$ cat config.mk
export PLATFORM = sky130hd
export DESIGN_NAME = id1000500a_conv_core
export DESIGN_NICKNAME = d
export VERILOG_FILES = /design/src/rtl/id1000500a_conv_core.sv
export SDC_FILE = /design/constraint.sdc
export NUM_CORES = 2
export LEC_CHECK = 0
export BUFFER_PORTS_ARGS = -buffer_cell sky130_fd_sc_hd__buf_2
export CORE_ASPECT_RATIO = 1.5
export CORE_MARGIN = 4
export CORE_UTILIZATION = 45
export CTS_CLUSTER_SIZE = 16
export DETAILED_ROUTE_END_ITERATION = 10
export PLACE_DENSITY = 0.7
export SLEW_MARGIN = 0
export SYNTH_ARGS = -nofsm -noshare
export SYNTH_HDL_FRONTEND = slang
export SYNTH_SLANG_ARGS = --single-unit
$ cat constraint.sdc
create_clock -name clk -period 20.2 [get_ports clk]
set_input_delay 4.04 -clock clk [delete_from_list [all_inputs] [get_ports clk]]
set_output_delay 4.04 -clock clk [all_outputs]
set_load 0.005 [all_outputs]
$ cat src/rtl/id1000500a_conv_core.sv
// Sequential 1-D convolution core: Z[n] = sum_k X[k]*Y[n-k] over two synchronous-read RAMs,
// one multiply-accumulate per READ/MAC pair, one Z write per output index.
module id1000500a_conv_core #(
  parameter int DATA_WIDTH = 32,
  parameter int ADDR_WIDTH = 5
) (
  input  logic                      clk,
  input  logic                      rst,
  input  logic                      start,
  input  logic [DATA_WIDTH-1:0]     config_in,
  output logic [ADDR_WIDTH-1:0]     memX_addr,
  input  logic [DATA_WIDTH-1:0]     dataX,
  output logic [ADDR_WIDTH-1:0]     memY_addr,
  input  logic [DATA_WIDTH-1:0]     dataY,
  output logic [2*DATA_WIDTH-1:0]   dataZ,
  output logic [ADDR_WIDTH:0]       memZ_addr,
  output logic                      writeZ,
  output logic                      busy_out,
  output logic                      done_out,
  output logic [2:0]                dbg_state_o
);

  localparam int AW = ADDR_WIDTH;
  localparam int NW = ADDR_WIDTH + 1;
  localparam int PW = 2 * DATA_WIDTH;

  typedef enum logic [2:0] {
    S_IDLE  = 3'd0,
    S_INIT  = 3'd1,
    S_READ  = 3'd2,
    S_MAC   = 3'd3,
    S_WRITE = 3'd4,
    S_DONE  = 3'd5
  } state_t;

  state_t          state_q, state_d;
  logic [AW-1:0]   size_x_q, size_x_d;
  logic [AW-1:0]   size_y_q, size_y_d;
  logic [NW-1:0]   size_z_q, size_z_d;
  logic [NW-1:0]   n_q, n_d;
  logic [AW-1:0]   k_q, k_d;
  logic [AW-1:0]   kmax_q, kmax_d;
  logic [PW-1:0]   acc_q, acc_d;
  logic [AW-1:0]   addr_x_q, addr_x_d;
  logic [AW-1:0]   addr_y_q, addr_y_d;

  logic [AW-1:0]   cfg_x, cfg_y;
  logic [NW-1:0]   n_plus1;
  logic [NW-1:0]   kmin_wide;
  logic [AW-1:0]   kmin_c, kmax_c;
  logic [AW-1:0]   k_next;
  logic [NW-1:0]   y_wide;
  logic [PW-1:0]   prod_c;
  logic            unused_cfg_bits;

  assign cfg_x = config_in[AW-1:0];
  assign cfg_y = config_in[2*AW-1:AW];
  assign unused_cfg_bits = ^config_in[DATA_WIDTH-1:2*AW];

  // k range for the current n: kmin = max(0, n-sizeY+1), kmax = min(n, sizeX-1)
  assign n_plus1   = n_q + NW'(1);
  assign kmin_wide = (n_plus1 > {1'b0, size_y_q}) ? (n_plus1 - {1'b0, size_y_q}) : '0;
  assign kmin_c    = kmin_wide[AW-1:0];
  assign kmax_c    = (n_q < {1'b0, size_x_q}) ? n_q[AW-1:0] : (size_x_q - AW'(1));

  // Addresses for the next read are registered one state early so they sit on the
  // RAM ports throughout READ; the RAM data then arrives during MAC.
  assign k_next = (state_q == S_INIT) ? kmin_c : (k_q + AW'(1));
  assign y_wide = n_q - {1'b0, k_next};
  assign prod_c = {{DATA_WIDTH{1'b0}}, dataX} * {{DATA_WIDTH{1'b0}}, dataY};

  always_ff @(posedge clk or posedge rst) begin
    if (rst) begin
      state_q  <= S_IDLE;
      size_x_q <= '0;
      size_y_q <= '0;
      size_z_q <= '0;
      n_q      <= '0;
      k_q      <= '0;
      kmax_q   <= '0;
      acc_q    <= '0;
      addr_x_q <= '0;
      addr_y_q <= '0;
    end else begin
      state_q  <= state_d;
      size_x_q <= size_x_d;
      size_y_q <= size_y_d;
      size_z_q <= size_z_d;
      n_q      <= n_d;
      k_q      <= k_d;
      kmax_q   <= kmax_d;
      acc_q    <= acc_d;
      addr_x_q <= addr_x_d;
      addr_y_q <= addr_y_d;
    end
  end

  always_comb begin
    state_d  = state_q;
    size_x_d = size_x_q;
    size_y_d = size_y_q;
    size_z_d = size_z_q;
    n_d      = n_q;
    k_d      = k_q;
    kmax_d   = kmax_q;
    acc_d    = acc_q;
    addr_x_d = addr_x_q;
    addr_y_d = addr_y_q;
    case (state_q)
      S_IDLE: begin
        if (start) begin
          size_x_d = cfg_x;
          size_y_d = cfg_y;
          size_z_d = {1'b0, cfg_x} + {1'b0, cfg_y} - NW'(1);
          n_d      = '0;
          acc_d    = '0;
          state_d  = ((cfg_x == '0) || (cfg_y == '0)) ? S_DONE : S_INIT;
        end
      end
      S_INIT: begin
        acc_d    = '0;
        k_d      = kmin_c;
        kmax_d   = kmax_c;
        addr_x_d = k_next;
        addr_y_d = y_wide[AW-1:0];
        state_d  = S_READ;
      end
      S_READ: begin
        state_d = S_MAC;
      end
      S_MAC: begin
        acc_d = acc_q + prod_c;
        if (k_q < kmax_q) begin
          k_d      = k_next;
          addr_x_d = k_next;
          addr_y_d = y_wide[AW-1:0];
          state_d  = S_READ;
        end else begin
          state_d = S_WRITE;
        end
      end
      S_WRITE: begin
        if (n_q < (size_z_q - NW'(1))) begin
          n_d     = n_q + NW'(1);
          state_d = S_INIT;
        end else begin
          state_d = S_DONE;
        end
      end
      S_DONE: begin
        state_d = S_IDLE;
      end
      default: begin
        state_d = S_IDLE;
      end
    endcase
  end

  assign memX_addr   = addr_x_q;
  assign memY_addr   = addr_y_q;
  assign dataZ       = acc_q;
  assign memZ_addr   = n_q;
  assign writeZ      = (state_q == S_WRITE);
  assign busy_out    = (state_q == S_INIT) || (state_q == S_READ) ||
                       (state_q == S_MAC)  || (state_q == S_WRITE);
  assign done_out    = (state_q == S_DONE);
  assign dbg_state_o = state_q;

endmodule

==> Word level (Yosys, flattened, before mapping) <==
Cells that the tools add are included.
{ "word_totals": {"romBits": 0, "latchBits": 0, "output_inout_bits": 86, "n_memories": 0, "wordCells": 64, "mem_bits_rw": 0, "in_bits": 99, "register_bits": 109} }
{ "op_classes": {"bitwise_logic": 0, "reduce_logical": 14, "div_mod_pow": 0, "n_mux": 18, "mul": 1, "order_cmp": 4, "n_eq_ne": 8, "shifts": 0, "n_addsub": 9} }
{ "ops": {"columns": ["operator", "n"], "rows": [
  ["$pmux 64 s3", 1],
  ["$add 64x64->64", 1],
  ["$mul 32x32->64", 1],
  ["$mux 64", 1],
  ["$pmux 5 s2", 3],
  ["$mux 5", 5],
  ["$pmux 3 s5", 1],
  ["$mux 3", 4],
  ["$mux 6", 2],
  ["$pmux 6 s2", 1],
  ["$sub 6x1->6 const B", 2],
  ["$logic_not 5->1", 2],
  ["$sub 5x5->5", 2],
  ["$add 5x5->6", 1],
  ["$add 6x1->6 const B", 1],
  ["$eq 3x2->1 const B", 2],
  ["$eq 3x3->1 const B", 2],
  ["$gt 6x5->1", 1],
  ["$lt 6x5->1", 1],
  ["$lt 6x6->1", 1],
  ["$reduce_and 2->1", 3],
  ["$add 5x1->5 const B", 1],
  ["$lt 5x5->1", 1],
  ["$sub 5x1->5 const B", 1],
  ["8 further kinds", 13]
]} }

==> Depth between registers and ports, before layout <==
{ "logic_depth": {"ltp_word": 7, "depth_mapped": 28, "mapped_depth_nobuf": 27} }

==> Worst setup path after synthesis <==
OpenSTA, ideal clock, no wires.
{ "synth_timing": {"path_kind": "input to register", "startpoint": "input dataY[0]", "endpoint": "register acc_q[29], in the netlist dataZ[29]", "path_stages": 27, "setup_slack_ps": 9353, "path_buffers": 1, "arrival_time_ps": 10713, "t_required_ps": 20066, "cell_sequence": "clkbuf_1 nand2_1 fa_1 fa_1 inv_1 fa_1 inv_1 fa_1 inv_1 fa_1 inv_1 fa_1 inv_1 fa_1 inv_1 fa_1 inv_1 ha_1 a21oi_1 o21ai_0 or2_2 a221o_1 o21bai_1 nand2b_1 a311oi_1 xor2_1 o21ai_0"} }
{ "synth_via": {"elab_chain_len": 3} }
{ "synth_rtl": {"columns": ["element", "line", "source"], "rows": [
  ["start: declaration", "14", "input logic [DATA_WIDTH-1:0] dataY,"],
  ["$mul 32x32->64", "70", "assign prod_c = {{DATA_WIDTH{1'b0}}, dataX} * {{DATA_WIDTH{1'b0}}, dataY};"],
  ["$add 64x64->64", "132", "acc_d = acc_q + prod_c;"],
  ["$pmux 64 s3", "109", "case (state_q)"],
  ["end signal: assignment", "81", "acc_q <= '0;"],
  ["end signal: assignment", "92", "acc_q <= acc_d;"],
  ["end: declaration", "43", "logic [PW-1:0] acc_q, acc_d;"]
]} }
Every way passes these cells.
A chain may end at the register's enable or synchronous reset.

==> Worst setup path after layout <==
{ "layout_timing": {"startpoint": "input dataY[8]", "endpoint": "register acc_q[54], in the netlist dataZ[54]"} }
The elaborated chain is that of the path after synthesis.

==> flow_metrics.py <==
metrics = {
    "worst_setup_path": {
        "cp-start-kind": "input port",
        "cp_cell_sequence": "buf_2 > nand2_1 > fa_1 > fa_1 > fa_1 > fa_1 > inv_1 > fa_1 > fa_1 > fa_1 > inv_1 > fa_1 > inv_1 > ha_1 > a21oi_1 > o221ai_1 > a31oi_1 > a21boi_0 > o21ai_2 > nor2_4 > o21a_1 > xor2_1 > o21ai_0",
        "cp_max_fo": 32,
        "reg2reg_slack_ns": 12.39,
        "r2r_cells": 24,
        "endpoint_kind": "register",
        "required_ns": 20.45,
        "arrival_ns": 12.05,
        "rr_startpoint": "dataZ[25]$_DFFE_PP0P_",
        "critPathMostFrequentCell": "fa_1",
        "critPathMaxStageDelay_ns": 0.62,
        "reg2reg_to": "dataZ[54]$_DFFE_PP0P_",
        "cp_slowest_cell": "buf_2",
        "critical_path_class": "in2reg",
    },
    "synthesis": {
        "synthesis.nets": 5864,
        "synth_edf_count": 0,
        "yosysWarnings": 0,
        "yosysUniqueCellTypes": 76,
        "synth_area_um2": 40210,
        "syn_inst": 4525,
        "yosys.area.top_type": "fa_1",
        "syn_avg_cell_area_um2": 8.886,
        "ys_seq_area_share_pct": 6.783,
        "synthFlopType": "dfrtp_1",
        "async_flop_share_pct": 100.0,
        "yosys-top-cells-area": "fa_1, inv_1, ha_1, and2_1, dfrtp_1",
        "synth_seq_cells": 109,
        "synth_top_area_share_pct": 47.89,
    },
    "grt": {
        "busiest_layer": "met2",
        "gr-usage-met2_pct": 43.77,
        "use_met3_pct": 3.414,
        "use_met1_pct": 28.79,
        "grt_start_max_net_pins": 65,
        "grt_first_pass_wirelength_um": 181700,
        "first_global_vias": 33847,
        "grt_overflow": 0,
        "antenna_found_initial": 7,
        "grt.total_usage_pct": 24.51,
    },
    "clock_tree": {
        "clk_latency_ns": 0.40,
        "cts.sinks": 109,
        "root_buffer": "clkbuf_16",
        "numCtsBuffers": 9,
        "ctsResizeCount": 0,
        "cts_buffer_depth": 2,
        "cts_setup_buffers": 0,
        "postCtsHoldBufs": 0,
        "path_clk_slew_ns": 0.08,
        "htreeDepth": 3,
        "tritoncts": "yes",
    },
    "timing": {
        "tns_ns": 0,
        "rsz0062_at_grt": "false",
        "report.final.slew_viol_count": 0,
        "finalCritPeriodShare_pct": 58.40,
        "maxSlewHeadroom_pct": 34.99,
        "period_needed_ns": 11.80,
        "fmax_mhz": 84.77,
        "skew_ns": 0.02574,
        "setup_violations": 0,
        "worst_pin_slew_ns": 0.9752,
        "final-hold-violation-count": 0,
    },
    "die": {
        "design.core.area_um2": 88860,
        "dieArea_um2": 94300,
        "start_util_pct": 45.25,
        "floorplan.die.height_um": 374.1,
        "ios": 185,
        "fp.dieW_um": 252.1,
        "num_rows": 134,
    },
    "detailed_routing": {
        "route.detailed.drc": 0,
        "drt_first_pass_iters": 7,
        "routed_wl_um": 111900,
        "vias_per_cell": 5.369,
        "final_antenna_net_count": 0,
        "via_count": 30267,
        "drt-initial-drc-count": 1830,
        "drt-wirelength-per-cell_um": 19.85,
    },
    "hold_path": {
        "min_path_type": "reg2reg",
        "holdPathStages": 1,
        "hold_start": "memX_addr[0]$_DFFE_PP0P_",
        "holdPathEnd": "memX_addr[0]$_DFFE_PP0P_",
    },
    "placed_design": {
        "io_buffer_count": 162,
        "dp_hpwl_um": 88600,
        "place_congestion": 0.9454,
    },
    "final_layout": {
        "seq_area_um2": 2728,
        "multi_input_area_um2": 32350,
        "layout-drive-gt1-share_pct": 4.866,
        "nNetsFinal": 5814,
        "fillers": 8529,
        "syn2layout_area_growth_pct": 4.481,
    },
    "run_status": {
        "status": "completed",
    },
    "flow_run": {
        "maxCapViolCount": 0,
    },
}
synthesized netlist by cell type (all sizes together) (4+ instances only):
cell / instances
o21ai: 124
nand2b: 5
nand3: 21
and3: 7
nand4: 27
or2: 6
a21boi: 5
o21a: 18
nor2b: 5
and2: 460
o21bai: 22
fa: 962
a21oi: 96
nand2: 719
nor3: 20
xnor2: 49
or3: 6
inv: 1133
or4: 4
a22o: 15
clkbuf: 227
a21o: 32
xor2: 33
o211ai: 6
nor2: 55
a221o: 6
buf: 11
ha: 278
o221ai: 4
o31ai: 6
dfrtp: 109
a31oi: 9
metrics by stage:
step	area [um2]	utilization [%]	instances	setup slack (ns)	hold WS [ns]
2_1_floorplan	40210	-	4525	9.353	0.4498
5_1_grt	42010	47.28	5636	8.051	0.5209
3_5_place_dp	41700	46.93	5620	8.143	0.4618
6_report	42010	47.28	5637	8.403	0.4803
4_1_cts	42010	47.28	5636	8.524	0.4862
3_3_place_gp	41700	46.93	5620	8.149	0.4631
critical path: cells and delay by family:
family          cells  cell delay, ns
xor+xnor            1            0.17
simple gates        2            0.37
fa+ha+maj           9            4.66
buf+inv             4            0.82
compound gates      7            1.95
per-layer routing:
metal	share of wire, %	wire [um]	vias to the layer above
met5	0.054	60	-
met4	6.0	6733	8
met3	5.5	6171	383
met2	52	58080	1091
met1	37	40850	15731
li1	-	-	13054
cell type report:
cell class	instances	area share, %
well taps	1156	3.443
repair buffers	177	2.198
diodes	1	0.005956
inverters	1133	10.13
multi-input cells	3045	77.00
clock buffers	9	0.5361
flip-flops and latches	109	6.492
clock inverters	7	0.1966
state kept, by name, summed over array words and instances, names as in the netlist:
register	flops
memY_addr	5
kmax_q	5
size_y_q	5
memZ_addr	6
dataZ	64
dbg_state_o	3
memX_addr	5
k_q	5
size_x_q	5
size_z_q	6
placed cells by master (no fill, tap or decap), drive strengths merged, types with 6 or more instances in the layout:
cell	n
a22o	15
xor2	33
dfrtp	109
o211ai	6
a21o	32
a31oi	9
o21ai	124
and2	460
ha	278
or2	6
or3	6
o21a	18
o21bai	22
nand4	27
nor3	20
buf	177
fa	962
clkbuf	9
and3	7
nor2	55
xnor2	49
o31ai	6
a221o	6
nand3	21
nand2	719
inv	1134
a21oi	96
worst max path at each step:
| stage | from | endpoint | slack (ns) |
|---|---|---|---|
| 2_1_floorplan | dataY[0] | dataZ[29]$_DFFE_PP0P_ | 9.35 |
| 3_3_place_gp | dataY[23] | dataZ[49]$_DFFE_PP0P_ | 8.15 |
| 3_5_place_dp | dataX[27] | dataZ[58]$_DFFE_PP0P_ | 8.14 |
| 4_1_cts | dataX[27] | dataZ[58]$_DFFE_PP0P_ | 8.52 |
| 5_1_grt | dataY[0] | dataZ[45]$_DFFE_PP0P_ | 8.05 |
| 6_report | dataY[8] | dataZ[54]$_DFFE_PP0P_ | 8.40 |
cells by family after synthesis:
group | Yosys count | synth area share, %
simple gates | 1348 | 16.20
xor+xnor | 82 | 1.786
buf+inv | 1371 | 12.82
compound gates | 373 | 5.825
fa+ha+maj | 1240 | 56.54
mux | 2 | 0.04979
flops | 109 | 6.783
Power is left out: the tool's default activity adds up to more than one toggle a clock period on the data nets, which glitch-free logic cannot reach.
